## config.mk

```make
export PLATFORM = sky130hd
export DESIGN_NAME = guess_game_flat
export DESIGN_NICKNAME = d
export VERILOG_FILES = /design/src/rtl/guess_pkg.sv /design/src/rtl/guess_game_if.sv /design/src/rtl/guess_game.sv /design/src/flat_wrapper.sv
export SDC_FILE = /design/constraint.sdc
export NUM_CORES = 1
export LEC_CHECK = 0
export BUFFER_PORTS_ARGS = -buffer_cell sky130_fd_sc_hd__buf_2
export CORE_MARGIN = 1
export CORE_UTILIZATION = 49
export DETAILED_ROUTE_END_ITERATION = 10
export GPL_ROUTABILITY_DRIVEN = 1
export PLACE_DENSITY = 0.84
export SETUP_SLACK_MARGIN = 0.15
export SLEW_MARGIN = 20
export SYNTH_ARGS = -nofsm -noshare
export SYNTH_HDL_FRONTEND = slang
export SYNTH_SLANG_ARGS = --single-unit
```

## constraint.sdc

```tcl
create_clock -name clk -period 2.65 [get_ports clk]
set_clock_uncertainty 0.2 [all_clocks]
set_input_delay 0.265 -clock clk [delete_from_list [all_inputs] [get_ports clk]]
set_output_delay 0.265 -clock clk [all_outputs]
set_load 0.1 [all_outputs]
```

## src/rtl/guess_pkg.sv

```systemverilog
// guess_pkg: shared types and widths for the guess_game controller.
//   game_state_t : round FSM states
//   NUM_W        : width of target / guess / generator number
//   TRY_W        : width of the accepted-guess counter
package guess_pkg;
    typedef enum logic [1:0] {IDLE, PLAY, WIN, LOSE} game_state_t;
    localparam int NUM_W = 7;
    localparam int TRY_W = 4;
endpackage

```

## src/rtl/guess_game_if.sv

```systemverilog
// guess_game_if: player/generator bus of the guess_game controller.
//   master : drives number, start, guess_valid, guess; observes results
//   slave  : the controller side
interface guess_game_if;
    import guess_pkg::*;
    logic [NUM_W-1:0] number;
    logic             lfsr_enable;
    logic             start;
    logic             guess_valid;
    logic [NUM_W-1:0] guess;
    logic             too_high;
    logic             too_low;
    logic             correct;
    logic             lost;
    logic             guess_err;
    logic [TRY_W-1:0] tries;
    logic [NUM_W-1:0] target;
    logic             playing;
    modport master (
        output number, start, guess_valid, guess,
        input  lfsr_enable, too_high, too_low, correct, lost, guess_err, tries, target, playing
    );
    modport slave (
        input  number, start, guess_valid, guess,
        output lfsr_enable, too_high, too_low, correct, lost, guess_err, tries, target, playing
    );
endinterface

```

## src/rtl/guess_game.sv

```systemverilog
// guess_game: latches a random target on start and scores up to MAX_TRIES guesses.
//   clk, reset : clock, asynchronous active-high reset
//   bus        : guess_game_if.slave (generator number/enable, start, guesses, results)
module guess_game
    import guess_pkg::*;
#(
    parameter int MAX_TRIES = 7,
    parameter int MAX_NUM   = 99
) (
    input logic         clk,
    input logic         reset,
    guess_game_if.slave bus
);
    localparam logic [NUM_W-1:0] MAX_NUM_L   = NUM_W'(MAX_NUM);
    localparam logic [TRY_W-1:0] MAX_TRIES_L = TRY_W'(MAX_TRIES);

    game_state_t      state_q, state_d;
    logic [NUM_W-1:0] target_q, target_d;
    logic [TRY_W-1:0] tries_q, tries_d;
    logic             too_high_q, too_high_d;
    logic             too_low_q, too_low_d;
    logic             correct_q, correct_d;
    logic             lost_q, lost_d;
    logic             guess_err_q, guess_err_d;

    always_ff @(posedge clk or posedge reset) begin
        if (reset) begin
            state_q     <= IDLE;
            target_q    <= '0;
            tries_q     <= '0;
            too_high_q  <= 1'b0;
            too_low_q   <= 1'b0;
            correct_q   <= 1'b0;
            lost_q      <= 1'b0;
            guess_err_q <= 1'b0;
        end else begin
            state_q     <= state_d;
            target_q    <= target_d;
            tries_q     <= tries_d;
            too_high_q  <= too_high_d;
            too_low_q   <= too_low_d;
            correct_q   <= correct_d;
            lost_q      <= lost_d;
            guess_err_q <= guess_err_d;
        end
    end

    // Outside PLAY only start matters; inside PLAY only guesses matter,
    // which also resolves simultaneous start/guess_valid.
    always_comb begin
        state_d     = state_q;
        target_d    = target_q;
        tries_d     = tries_q;
        too_high_d  = too_high_q;
        too_low_d   = too_low_q;
        correct_d   = correct_q;
        lost_d      = lost_q;
        guess_err_d = 1'b0;
        if (state_q != PLAY) begin
            if (bus.start) begin
                state_d    = PLAY;
                target_d   = bus.number;
                tries_d    = '0;
                too_high_d = 1'b0;
                too_low_d  = 1'b0;
                correct_d  = 1'b0;
                lost_d     = 1'b0;
            end
        end else if (bus.guess_valid) begin
            if (bus.guess > MAX_NUM_L) begin
                guess_err_d = 1'b1;
            end else begin
                tries_d    = tries_q + 1'b1;
                too_high_d = bus.guess > target_q;
                too_low_d  = bus.guess < target_q;
                if (bus.guess == target_q) begin
                    state_d   = WIN;
                    correct_d = 1'b1;
                end else if (tries_d == MAX_TRIES_L) begin
                    state_d    = LOSE;
                    lost_d     = 1'b1;
                    too_high_d = 1'b0;
                    too_low_d  = 1'b0;
                end
            end
        end
    end

    // Target is hidden until the round is decided.
    always_comb begin
        bus.lfsr_enable = state_q != PLAY;
        bus.playing     = state_q == PLAY;
        bus.target      = (state_q == WIN || state_q == LOSE) ? target_q : '0;
        bus.too_high    = too_high_q;
        bus.too_low     = too_low_q;
        bus.correct     = correct_q;
        bus.lost        = lost_q;
        bus.guess_err   = guess_err_q;
        bus.tries       = tries_q;
    end
endmodule
```

## src/flat_wrapper.sv

```systemverilog
// flat-port wrapper written by rule: the top's interface ports become plain ports
module guess_game_flat import guess_pkg::*;
#(
    parameter int MAX_TRIES = 7,
    parameter int MAX_NUM   = 99
)
  (clk, reset, bus_number, bus_start, bus_guess_valid, bus_guess, bus_lfsr_enable, bus_too_high, bus_too_low, bus_correct, bus_lost, bus_guess_err, bus_tries, bus_target, bus_playing);
  guess_game_if bus_i ();
  input logic clk;
  input logic reset;
  input wire logic [$bits(bus_i.number)-1:0] bus_number;
  input wire logic [$bits(bus_i.start)-1:0] bus_start;
  input wire logic [$bits(bus_i.guess_valid)-1:0] bus_guess_valid;
  input wire logic [$bits(bus_i.guess)-1:0] bus_guess;
  output wire logic [$bits(bus_i.lfsr_enable)-1:0] bus_lfsr_enable;
  output wire logic [$bits(bus_i.too_high)-1:0] bus_too_high;
  output wire logic [$bits(bus_i.too_low)-1:0] bus_too_low;
  output wire logic [$bits(bus_i.correct)-1:0] bus_correct;
  output wire logic [$bits(bus_i.lost)-1:0] bus_lost;
  output wire logic [$bits(bus_i.guess_err)-1:0] bus_guess_err;
  output wire logic [$bits(bus_i.tries)-1:0] bus_tries;
  output wire logic [$bits(bus_i.target)-1:0] bus_target;
  output wire logic [$bits(bus_i.playing)-1:0] bus_playing;
  assign bus_i.number = bus_number;
  assign bus_i.start = bus_start;
  assign bus_i.guess_valid = bus_guess_valid;
  assign bus_i.guess = bus_guess;
  assign bus_lfsr_enable = bus_i.lfsr_enable;
  assign bus_too_high = bus_i.too_high;
  assign bus_too_low = bus_i.too_low;
  assign bus_correct = bus_i.correct;
  assign bus_lost = bus_i.lost;
  assign bus_guess_err = bus_i.guess_err;
  assign bus_tries = bus_i.tries;
  assign bus_target = bus_i.target;
  assign bus_playing = bus_i.playing;
  guess_game #(.MAX_TRIES(MAX_TRIES), .MAX_NUM(MAX_NUM)) u_core (.clk(clk), .reset(reset), .bus(bus_i));
endmodule
```

==> out/qor.txt <==
Status: finished clean
Post-synthesis net count: 130
Final worst path period share: 78.10%
Reg2reg end: u_core.bus.too_low
Num CTS Buffers: 3
Shortest period the worst path allows: 2070 ps
Critical path startpoint category: flop
# nets final: 174
Count of flip-flops with a built-in enable after synthesis: 0
Final max-slew violation count: 0
Vias after detailed routing: 959
Post-Syn Instances: 103
Crit Path Max Fanout: 3
Die Y-Extent: 48.70 µm
# port buffers: 35
Max-Slew Margin vs Limit: 53.67%
Share of post-route cells with drive strength above 1: 36.30%
Cell count of the worst reg-to-reg path: 6
Setup slack of the critical path after layout: 580.2 ps
Unique masters post-synth: 35
Placed wire-length estimate after detailed placement: 1873 µm
Synthesis Warnings: 0
Synth Cell Area: 0.001069 mm²
Startpoint of the worst setup timing path: u_core.target_q[5]
Fraction of synthesis flops using an asynchronous set or reset pin: 100.0%
Element type at the critical path end: flop
Endpoint required time on the critical path: 2660 ps
Die outline width: 48.70 µm
Core Rows: 16
Crit path to: u_core.bus.too_low
TritonCTS Sinks: 18
Post-placement setup slack: 602.9 ps
Maximum number of pins on one net before global-route repair: 19
All-Layer GR Usage: 23.99%
#FFs+latches synth: 18
Start-to-end type of the worst setup path: reg2reg
Antenna diode count: 0
Routed Antenna Nets: 0
Wirelength, routed: 2552 µm
Number of antenna violations at the first check in global routing: 0
Final estimated routing congestion in global placement: 0.8890
RSZ-0062 raised after global routing: false
First DRT Iteration DRCs: 19
Source of the worst register-to-register timing path: u_core.target_q[5]
Reg-to-reg setup timing slack: 580 ps
Fin. Hold Viols: 0
Maximum clock frequency: 0.4831 GHz
Number of buffers on the longest clock path: 2
Mean instance size in the synthesized netlist: 10.37 µm²
Number of max-cap violations: 0
Count of boundary I/O pins: 36
Setup repair bufs after CTS: 0
Total of endpoints with negative setup slack in the final report: 0
Vias in the first global route: 961
Synth-to-Final Area Change: 27.52%
Global-route wire length before repair: 4236 µm
Clock Tree Root: clkbuf_4
Arrival time at the worst endpoint: 2080 ps
DRC violation count after routing: 0
Via density per instance: 5.543
Source-to-sink clock delay at the later pin of the worst-skew pair: 300 ps
Wire per inst: 14.75 µm
Setup total negative slack: 0 ps
Post-synth top flop: dfrtp_1
Overflow after GRT: 0
Initial Util: 53.38%
Area of the core: 0.002002 mm²
Portion of the post-synthesis area used by sequential elements: 42.15%
Htree depth: 1
Overall die area: 0.002371 mm²
TritonCTS clock tree: done
First drt pass iteration count: 4
Hold Path Class: in2reg
Clock-pin slew reported for the worst setup and hold paths after clock tree synthesis: 110 ps
Slew of the pin with the lowest slew margin: 694.1 ps
-- per-stage QoR --
step	hold slack [ps]	instance area, µm²	cells	util [%]
6_report	3.351	1363	173	68.06
3_5_place_dp	203.7	1256	162	62.75
3_3_place_gp	197.3	1256	162	62.75
4_1_cts	5.587	1363	173	68.06
5_1_grt	2.546	1363	173	68.06
2_1_floorplan	3.570	1069	103	-
-- logic make-up after synthesis --
kind of cell / Yosys count / share of synthesized area [%]
simple gates: 33 / 16.04
compound gates: 19 / 15.93
flops: 18 / 42.15
buf+inv: 16 / 6.557
fa+ha+maj: 9 / 10.54
mux: 8 / 8.782
-- cells in the mapped netlist, types with 2 or more instances --
library cell	number	area, µm²
dfrtp_1	18	450.4
nor3_1	3	15.01
o21ai_0	3	15.01
nor2_1	10	37.54
buf_2	2	10.01
nand2_1	4	15.01
a41o_1	2	20.02
o21a_1	2	15.01
nand3_1	4	20.02
mux2_2	7	78.83
inv_1	12	45.04
and3_1	2	12.51
ha_1	9	112.6
and2_1	2	12.51
a21o_1	2	15.01
nor2b_1	2	12.51
-- repair_timing --
item / CTS / global route
hold buffers: 7 / 0
hold endpoints to repair: 24 / 0
gates resized for setup: 0 / 0
-- area by class of cell --
type	count	area, µm²
Clock buffer	4	36.28
Inverter	13	48.80
Sequential cell	18	450.4
Timing Repair Buffer	42	245.2
Tap cell	27	33.78
Fill cell	165	639.4
Multi-Input combinational cell	69	548.0
-- flip-flops by register name (all words and copies together), names as in the netlist --
signal	count
u_core.bus.correct	1
u_core.bus.guess_err	1
u_core.bus.lost	1
u_core.bus.too_high	1
u_core.bus.too_low	1
u_core.bus.tries	4
u_core.state_q	2
u_core.target_q	7
-- how the worst min path moves through the flow --
stage                       start                 end  slack, ps  depth (start not counted)
floorplan                   reset  u_core.bus.correct          4                          1
global placement            reset  u_core.target_q[3]        200                          2
detailed placement          reset  u_core.target_q[3]        200                          2
CTS                     bus_start   u_core.state_q[1]          6                          2
global route        bus_number[2]  u_core.target_q[2]          3                          2
finish                  bus_start   u_core.state_q[1]          3                          2
-- routing by layer --
layer | track usage (%) | routed length, µm | vias to the layer above
li1 | - | - | 449
met1 | 29.07 | 1008 | 458
met2 | 38.89 | 1310 | 40
met3 | 4.088 | 133 | 12
met4 | 16.18 | 99 | 0
met5 | 0 | 0 | -
-- cells in the final DEF (no fill, tap or decap), types with 2 or more instances in the layout --
cell	instances
a21o_1	2
nor2_1	10
inv_1	12
and3_1	2
buf_2	35
nand3_1	4
dlygate4sd3_1	7
dfrtp_1	18
o21a_1	2
mux2_2	7
clkbuf_4	3
nor2b_1	2
and2_1	2
nand2_1	4
a41o_1	2
ha_1	9
o21ai_0	3
nor3_1	3
-- critical path, cell delays in order, from the launching register on --
cell,delay (ps)
dfrtp_1,390
inv_1,80
ha_1,250
a21o_1,190
a221oi_1,320
o21ai_0,200
o41ai_2,350
Power is not shown: default switching activity piles up to over one toggle a cycle in this logic, so the estimate is an artifact.
